### config.mk
export PLATFORM = sky130hd
export DESIGN_NAME = cfg_loader
export DESIGN_NICKNAME = d
export VERILOG_FILES = /design/src/rtl/cfg_loader.sv
export SDC_FILE = /design/constraint.sdc
export NUM_CORES = 1
export LEC_CHECK = 0
export ABC_CLOCK_PERIOD_IN_PS = 5250
export CAP_MARGIN = 20
export CORE_AREA = 5 5 207 209
export CTS_CLUSTER_SIZE = 12
export DETAILED_ROUTE_END_ITERATION = 7
export DIE_AREA = 0 0 212 214
export PLACE_DENSITY = 0.62
export SLEW_MARGIN = 25
export SYNTH_ARGS = -nofsm -noshare
export SYNTH_HDL_FRONTEND = slang
export SYNTH_SLANG_ARGS = --single-unit
export TNS_END_PERCENT = 20
### constraint.sdc
create_clock -name clk -period 5.25 [get_ports clk]
set_input_delay 1.05 -clock clk [delete_from_list [all_inputs] [get_ports clk]]
set_output_delay 1.05 -clock clk [all_outputs]
set_load 0.005 [all_outputs]
### src/rtl/cfg_loader.sv
// Configuration loader: queues host commands and serialises them as one-cycle
// config frames onto the PE chain, with guard gaps after SWITCH/START.
module cfg_loader #(
    parameter int INST_WIDTH = 64,
    parameter int ID         = 2,
    parameter int INST_WORD  = 32,
    parameter int FIFO_DEPTH = 4,
    parameter int CHAIN_LEN  = 4,
    localparam int CONF      = INST_WIDTH + ID + 4
) (
    input  logic                  clk,
    input  logic                  rst_n,
    input  logic                  cmd_valid,
    output logic                  cmd_ready,
    input  logic [1:0]            cmd_op,
    input  logic [ID-1:0]         cmd_id,
    input  logic [INST_WIDTH-1:0] cmd_data,
    output logic [CONF-1:0]       pe_config_out,
    output logic                  busy,
    output logic                  err_overflow
);

    localparam int AW      = $clog2(FIFO_DEPTH);
    localparam int EW      = 2 + ID + INST_WIDTH;
    localparam int NUM_IDS = 1 << ID;
    localparam int CW      = $clog2(INST_WORD) + 1;
    localparam int GW      = $clog2(CHAIN_LEN + 1);

    localparam logic [1:0] OP_WRITE  = 2'b00;
    localparam logic [1:0] OP_SWITCH = 2'b01;
    localparam logic [1:0] OP_START  = 2'b10;

    typedef enum logic {
        IDLE  = 1'b0,
        GUARD = 1'b1
    } state_t;

    state_t state_reg, state_next;
    logic [GW-1:0] guard_reg, guard_next;

    logic [EW-1:0]         fifo_mem [FIFO_DEPTH];
    logic [AW:0]           wr_ptr_reg, rd_ptr_reg;
    logic                  fifo_full, fifo_empty;
    logic                  push, pop;
    logic [1:0]            head_op;
    logic [ID-1:0]         head_id;
    logic [INST_WIDTH-1:0] head_data;

    logic [CW-1:0]         wcnt [NUM_IDS];
    logic [NUM_IDS-1:0]    wcnt_inc;
    logic                  wcnt_clear;
    logic                  at_limit;

    logic [CONF-1:0]       frame_next;
    logic                  ovf_set;

    // Pointers carry one extra wrap bit to tell full from empty.
    assign fifo_empty = (wr_ptr_reg == rd_ptr_reg);
    assign fifo_full  = (wr_ptr_reg[AW] != rd_ptr_reg[AW]) &&
                        (wr_ptr_reg[AW-1:0] == rd_ptr_reg[AW-1:0]);
    assign cmd_ready  = !fifo_full;
    assign push       = cmd_valid && !fifo_full;
    assign pop        = (state_reg == IDLE) && !fifo_empty;
    assign busy       = !fifo_empty || (state_reg != IDLE);

    always_ff @(posedge clk) begin
        if (push) begin
            fifo_mem[wr_ptr_reg[AW-1:0]] <= {cmd_op, cmd_id, cmd_data};
        end
    end

    always_ff @(posedge clk or negedge rst_n) begin
        if (!rst_n) begin
            wr_ptr_reg <= '0;
            rd_ptr_reg <= '0;
        end else begin
            if (push) begin
                wr_ptr_reg <= wr_ptr_reg + (AW+1)'(1);
            end
            if (pop) begin
                rd_ptr_reg <= rd_ptr_reg + (AW+1)'(1);
            end
        end
    end

    // Head is read combinationally so a fresh command issues the cycle after it lands.
    assign {head_op, head_id, head_data} = fifo_mem[rd_ptr_reg[AW-1:0]];

    generate
        for (genvar gi = 0; gi < NUM_IDS; gi++) begin : g_wcnt
            logic [CW-1:0] cnt_reg;

            always_ff @(posedge clk or negedge rst_n) begin
                if (!rst_n) begin
                    cnt_reg <= '0;
                end else if (wcnt_clear) begin
                    cnt_reg <= '0;
                end else if (wcnt_inc[gi]) begin
                    cnt_reg <= cnt_reg + CW'(1);
                end
            end

            assign wcnt[gi] = cnt_reg;
        end
    endgenerate

    assign at_limit = (wcnt[head_id] == CW'(INST_WORD));

    always_ff @(posedge clk or negedge rst_n) begin
        if (!rst_n) begin
            state_reg <= IDLE;
            guard_reg <= '0;
        end else begin
            state_reg <= state_next;
            guard_reg <= guard_next;
        end
    end

    always_comb begin
        state_next = state_reg;
        guard_next = guard_reg;
        case (state_reg)
            IDLE: begin
                if (pop && (head_op == OP_SWITCH || head_op == OP_START)) begin
                    state_next = GUARD;
                    guard_next = GW'(CHAIN_LEN);
                end
            end
            GUARD: begin
                guard_next = guard_reg - GW'(1);
                if (guard_reg == GW'(1)) begin
                    state_next = IDLE;
                end
            end
            default: begin
                state_next = IDLE;
                guard_next = '0;
            end
        endcase
    end

    // Frame layout, MSB first: {inst, id, valid, w_switch, r_switch, start}.
    always_comb begin
        frame_next = '0;
        wcnt_inc   = '0;
        wcnt_clear = 1'b0;
        ovf_set    = 1'b0;
        if (pop) begin
            case (head_op)
                OP_WRITE: begin
                    if (at_limit) begin
                        ovf_set = 1'b1;
                    end else begin
                        frame_next        = {head_data, head_id, 4'b1000};
                        wcnt_inc[head_id] = 1'b1;
                    end
                end
                OP_SWITCH: begin
                    frame_next[2] = head_data[0];
                    frame_next[1] = head_data[1];
                    wcnt_clear    = head_data[0];
                end
                OP_START: begin
                    frame_next[0] = 1'b1;
                end
                default: begin
                    frame_next = '0;
                end
            endcase
        end
    end

    always_ff @(posedge clk or negedge rst_n) begin
        if (!rst_n) begin
            pe_config_out <= '0;
            err_overflow  <= 1'b0;
        end else begin
            pe_config_out <= frame_next;
            err_overflow  <= err_overflow | ovf_set;
        end
    end

endmodule

Yosys cells after proc, flatten, opt, wreduce, memory -nomap -nowiden
Memories as Yosys holds them, arrays and structs flattened.
Index checks and enable logic that the tools add are counted.
{"block": "classes", "n_addsub": 7, "n_lt_le_gt_ge": 3, "eq_ne": 8, "muxes": 33, "bitwise": 3, "n_reduce_logical": 14}
{"cell": "70-bit 2-to-1 mux", "count": 2}
{"cell": "67-bit 2-to-1 mux", "count": 1}
{"cell": "6-bit 2-to-1 mux", "count": 10}
{"cell": "6-bit by 1-bit adder with 6-bit output (second input constant)", "count": 4}
{"cell": "6-bit binary-select mux with 2-bit select", "count": 1}
{"cell": "4-bit 2-to-1 mux", "count": 3}
{"cell": "1-bit 2-to-1 mux", "count": 10}
{"cell": "2-bit nonzero test", "count": 4}
{"cell": "3-bit by 1-bit adder with 3-bit output (second input constant)", "count": 2}
{"cell": "6-bit == test (second input constant)", "count": 1}
{"cell": "3-bit one-hot mux with 2 select lines", "count": 1}
{"cell": "1-bit logical AND", "count": 5}
{"cell": "1-bit one-hot mux with 2 select lines", "count": 2}
{"cell": "2-bit one-hot mux with 2 select lines", "count": 1}
{"cell": "3-bit by 1-bit == test with 1-bit output (second input constant)", "count": 1}
{"cell": "3-bit == test", "count": 1}
{"cell": "3-bit >= comparator (second input constant)", "count": 1}
{"cell": "2-bit by 3-bit less-than comparator with 1-bit output (second input constant)", "count": 1}
{"cell": "3-bit 2-to-1 mux", "count": 1}
{"cell": "2-bit inverter with 3-bit output", "count": 1}
{"cell": "3-bit by 1-bit subtractor with 3-bit output (second input constant)", "count": 1}
{"cell": "1-bit demux with 2-bit select", "count": 1}
{"cell": "2-bit by 1-bit == test with 1-bit output (second input constant)", "count": 1}
{"cell": "2-bit == test", "count": 1}
{"cell": "other kinds (9)", "count": 11}
{"block": "word_totals", "ff_bits": 105, "ram_bits": 272, "input_bits": 71, "out_inout_bits": 73, "wordCells": 79, "memories": 1}
{"name": "fifo_mem", "words": 4, "word_bits": 68, "read_ports": 1, "rd_clocked_by_memory_dff": 0, "wr": 1, "line": "41", "source": "logic [EW-1:0] fifo_mem [FIFO_DEPTH];"}

Longest topological paths before layout
An unclocked memory read counts as a cell.
{"block": "depth", "ltp_word": 11, "mapped_depth": 12, "depth_no_buf": 7}

Least setup slack after synthesis
No wires, ideal clock.
{"block": "synth_timing", "kind": "in2reg", "start": "input cmd_valid", "end": "memory fifo_mem[3][0] (netlist name), enable pin", "setup_time_ns": 0.435, "t_arrival_ns": 2.930, "required_ns": 4.815, "setup_slack_ns": 1.885, "path_stages": 2, "path_buffers": 0, "path_cell_list": "o31a_1 > and2_1"}
{"block": "synth_between", "elab_chain_len": 3}
{"item": "start: declaration", "line": "13", "source": "input logic cmd_valid,"}
{"item": "1-bit logical AND", "line": "62", "source": "assign push = cmd_valid && !fifo_full;"}
{"item": "1-bit 2-to-1 mux", "line": "67", "source": "if (push) begin"}
{"item": "1-bit 2-to-1 mux (implied by the code)", "line": "68", "source": "fifo_mem[wr_ptr_reg[AW-1:0]] <= {cmd_op, cmd_id, cmd_data};"}
{"item": "end: declaration", "line": "41"}
No other way between the ends.

Worst setup path in the final report
{"block": "layout_timing", "start": "register rd_ptr_reg[0]", "end": "output busy"}
{"block": "layout_between", "elab_chain_len": 3}
{"item": "start: declaration", "line": "42", "source": "logic [AW:0] wr_ptr_reg, rd_ptr_reg;"}
{"item": "start signal: assignment", "line": "81", "source": "rd_ptr_reg <= rd_ptr_reg + (AW+1)'(1);"}
{"item": "3-bit == test", "line": "58", "source": "assign fifo_empty = (wr_ptr_reg == rd_ptr_reg);"}
{"item": "1-bit logical NOT", "line": "64", "source": "assign busy = !fifo_empty || (state_reg != IDLE);"}
{"item": "1-bit logical OR", "line": "64"}
{"item": "end: declaration", "line": "19", "source": "output logic busy,"}
No other way between the ends.

==> impl_metrics.env <==
export IMPL_status="complete, no violations"
export IMPL_p_sw_frac=0.308
export IMPL_clock_path_buffers=3
export IMPL_setup_viol=0
export IMPL_routed_via_density=5.04
export IMPL_ctsResizeCount=0
export IMPL_grt_max_degree=72
export IMPL_min_path_type="flip-flop to flip-flop"
export IMPL_cts_tree="yes"
export IMPL_syn_nets=900
export IMPL_start_util=0.355
export IMPL_p_leak_uw=0.00626
export IMPL_globalplace_congestion=0.738
export IMPL_ys_flop_type="edfxtp_1"
export IMPL_vias=7734
export IMPL_hold_viol_final=0
export IMPL_start_kind="flip-flop"
export IMPL_die_w_um=212
export IMPL_syn2layout_area_growth_pct=23.7
export IMPL_antenna_found_initial=4
export IMPL_root_buffer="clkbuf_16"
export IMPL_grt_pass1_wl_um=49100
export IMPL_layout_commonest_cell="edfxtp_1"
export IMPL_cts_setup_buffers=0
export IMPL_hpwl_um=18600
export IMPL_finClkSkew_ps=17.8
export IMPL_totalWireLength_um=31400
export IMPL_fin_crit_sh=0.736
export IMPL_worstMarginPinSlew_ps=1000
export IMPL_whs_ps=472
export IMPL_end_kind="output port"
export IMPL_synth_cell_types=52
export IMPL_num_rows=74
export IMPL_maxSlewViolCount=0
export IMPL_largest_register_ffs=272
export IMPL_switchingPower_uw=2930
export IMPL_critical_path_required_ps=4200
export IMPL_drive_gt1_frac=0.161
export IMPL_power_internal_uw=6580
export IMPL_vdd_ir_drop_max_v=0.000322
export IMPL_io_pins=144
export IMPL_finalCriticalPeriod_ps=3860
export IMPL_synth_edf_count=272
export IMPL_async_flop_share=0.279
export IMPL_track_usage=0.140
export IMPL_gr_total_overflow=0
export IMPL_grt_pass1_vias=8205
export IMPL_placement_io_buffers=143
export IMPL_postRouteAntennaNets=0
export IMPL_p_clk_frac=0.293
export IMPL_synth_cells=815
export IMPL_pwr_density_cell_mw_per_mm2=532
export IMPL_die_area_sq_mm=0.0454
export IMPL_seq_area_frac_synth=0.748
export IMPL_rr_worst_depth=4
export IMPL_hold_depth=1
export IMPL_h_tree_depth=2
export IMPL_cts_buffers_inserted=41
export IMPL_sequentialPowerShare=0.439
export IMPL_finalNetCount=1054
export IMPL_fin_util=0.439
export IMPL_layout_common_cells="edfxtp_1 (272), clkdlybuf4s50_1 (142), dfrtp_1 (103), a21oi_1 (89), nand2_1 (69)"
export IMPL_ctsHoldBuffers=0
export IMPL_route_detailed_drc=0
export IMPL_cts_sinks=377
export IMPL_crit_arrival_ps=2810
export IMPL_drtPass1Iterations=5
export IMPL_drv_cap=0
export IMPL_clkLatencyLatePin_ps=560
export IMPL_power_uw=9510
export IMPL_fmax_ghz=0.259
export IMPL_critPathKind="flip-flop to output port"
export IMPL_p_comb_frac=0.267
export IMPL_syn_area_sq_mm=0.0144
export IMPL_grt_setup_unrepaired="false"
export IMPL_syn_avg_cell_area_sq_um=17.7
export IMPL_fin_setup_tns_ps=0
export IMPL_detail_route_wl_per_cell_um=20.5
export IMPL_coreArea_sq_mm=0.0406
export IMPL_yosys_warnings=0
export IMPL_drtIter0Drc=466
export IMPL_dieHeight_um=214
export IMPL_ys_ff_latch=377
export IMPL_path_clk_slew_ps=60
export IMPL_max_slew_margin=0.330
export IMPL_crit_path_max_fanout=33
final cells by class:
cell class                 count  area [sq um]
fill                        3549         22800
clock inverter                13           143
tap                          532           666
multi-input combinational    376          3440
inverter                      15          56.3
sequential                   377         10800
timing repair buffer         158          1580
clock buffer                  63          1170
antenna                        1          2.50
power groups by stage:
stage	registers, uW	clock network, uW	logic (uW)
2_1_floorplan	4090	0	1790
3_3_place_gp	4230	0	2550
3_5_place_dp	4250	0	2570
4_1_cts	4190	2870	2580
5_1_grt	4250	2990	2780
6_report	4180	2790	2540
worst max-delay path: stages (launching register included):
cell and delay (ps):
dfrtp_4 840, xor2_1 340, or4_1 590, clkdlybuf4s50_1 480
cells in the mapped netlist, types with 2 or more instances:
master / instances / share of area
edfxtp_1: 272 / 0.57
dfrtp_1: 105 / 0.18
a21oi_1: 89 / 0.031
nand2_1: 69 / 0.018
mux4_2: 68 / 0.11
buf_2: 24 / 0.0083
clkbuf_1: 20 / 0.0052
o21ai_0: 16 / 0.0055
inv_1: 15 / 0.0039
ha_1: 14 / 0.012
or3_1: 12 / 0.0052
nand4_1: 10 / 0.0043
or4_1: 10 / 0.0052
nand3_1: 9 / 0.0031
o31ai_1: 9 / 0.0047
and2_1: 7 / 0.0030
xnor2_1: 6 / 0.0036
xor2_1: 5 / 0.0030
a31oi_1: 4 / 0.0017
and3_1: 4 / 0.0017
nor2b_1: 4 / 0.0017
a31o_2: 3 / 0.0018
nand2b_1: 3 / 0.0013
a211o_1: 2 / 0.0012
a211oi_1: 2 / 0.0010
a311o_1: 2 / 0.0014
mux2_2: 2 / 0.0016
nor2_1: 2 / 0.00052
nor4_1: 2 / 0.00087
o21a_1: 2 / 0.0010
o21ba_1: 2 / 0.0014
layer usage:
layer  GRT usage  share of wire  vias to the layer above
li1            -              -                     3497
met1       0.183           0.42                     4005
met2       0.232           0.50                      170
met3      0.0334          0.051                       56
met4      0.0429          0.023                        6
met5           0         0.0011                        -
worst paths after layout:
path                                     from              endpoint  slack, ps
worst min register to register   err_overflow          err_overflow        470
max in group asynchronous               rst_n     pe_config_out[26]       3750
min in group asynchronous               rst_n      pe_config_out[0]        540
worst min-delay path             err_overflow          err_overflow        470
worst max register to register  rd_ptr_reg[0]  g_wcnt[0].cnt_reg[5]       2000
worst max-delay path            rd_ptr_reg[0]                  busy       1390
through the flow:
step / setup WS (ps) / std cells / instance area, sq um
5_1_grt: 1230 / 1535 / 17900
6_report: 1390 / 1535 / 17900
4_1_cts: 1340 / 1534 / 17800
3_3_place_gp: 1850 / 1458 / 16500
3_5_place_dp: 1870 / 1458 / 16500
2_1_floorplan: 1880 / 815 / 14400
cells by family (layout without fill, tap and decap cells):
logic type | after synthesis | after routing | synth area share
xor gates and xnor gates | 11 | 11 | 0.00667
buffers and inverters | 62 | 249 | 0.0190
muxes | 71 | 71 | 0.108
DFF | 377 | 377 | 0.748
other | 0 | 1 | 0
AOI/OAI and AO/OA | 142 | 142 | 0.0576
and+or+nand+nor | 138 | 138 | 0.0484
adders and majority gates | 14 | 14 | 0.0121
No activity file was read; power rests on OpenSTA's default activity.
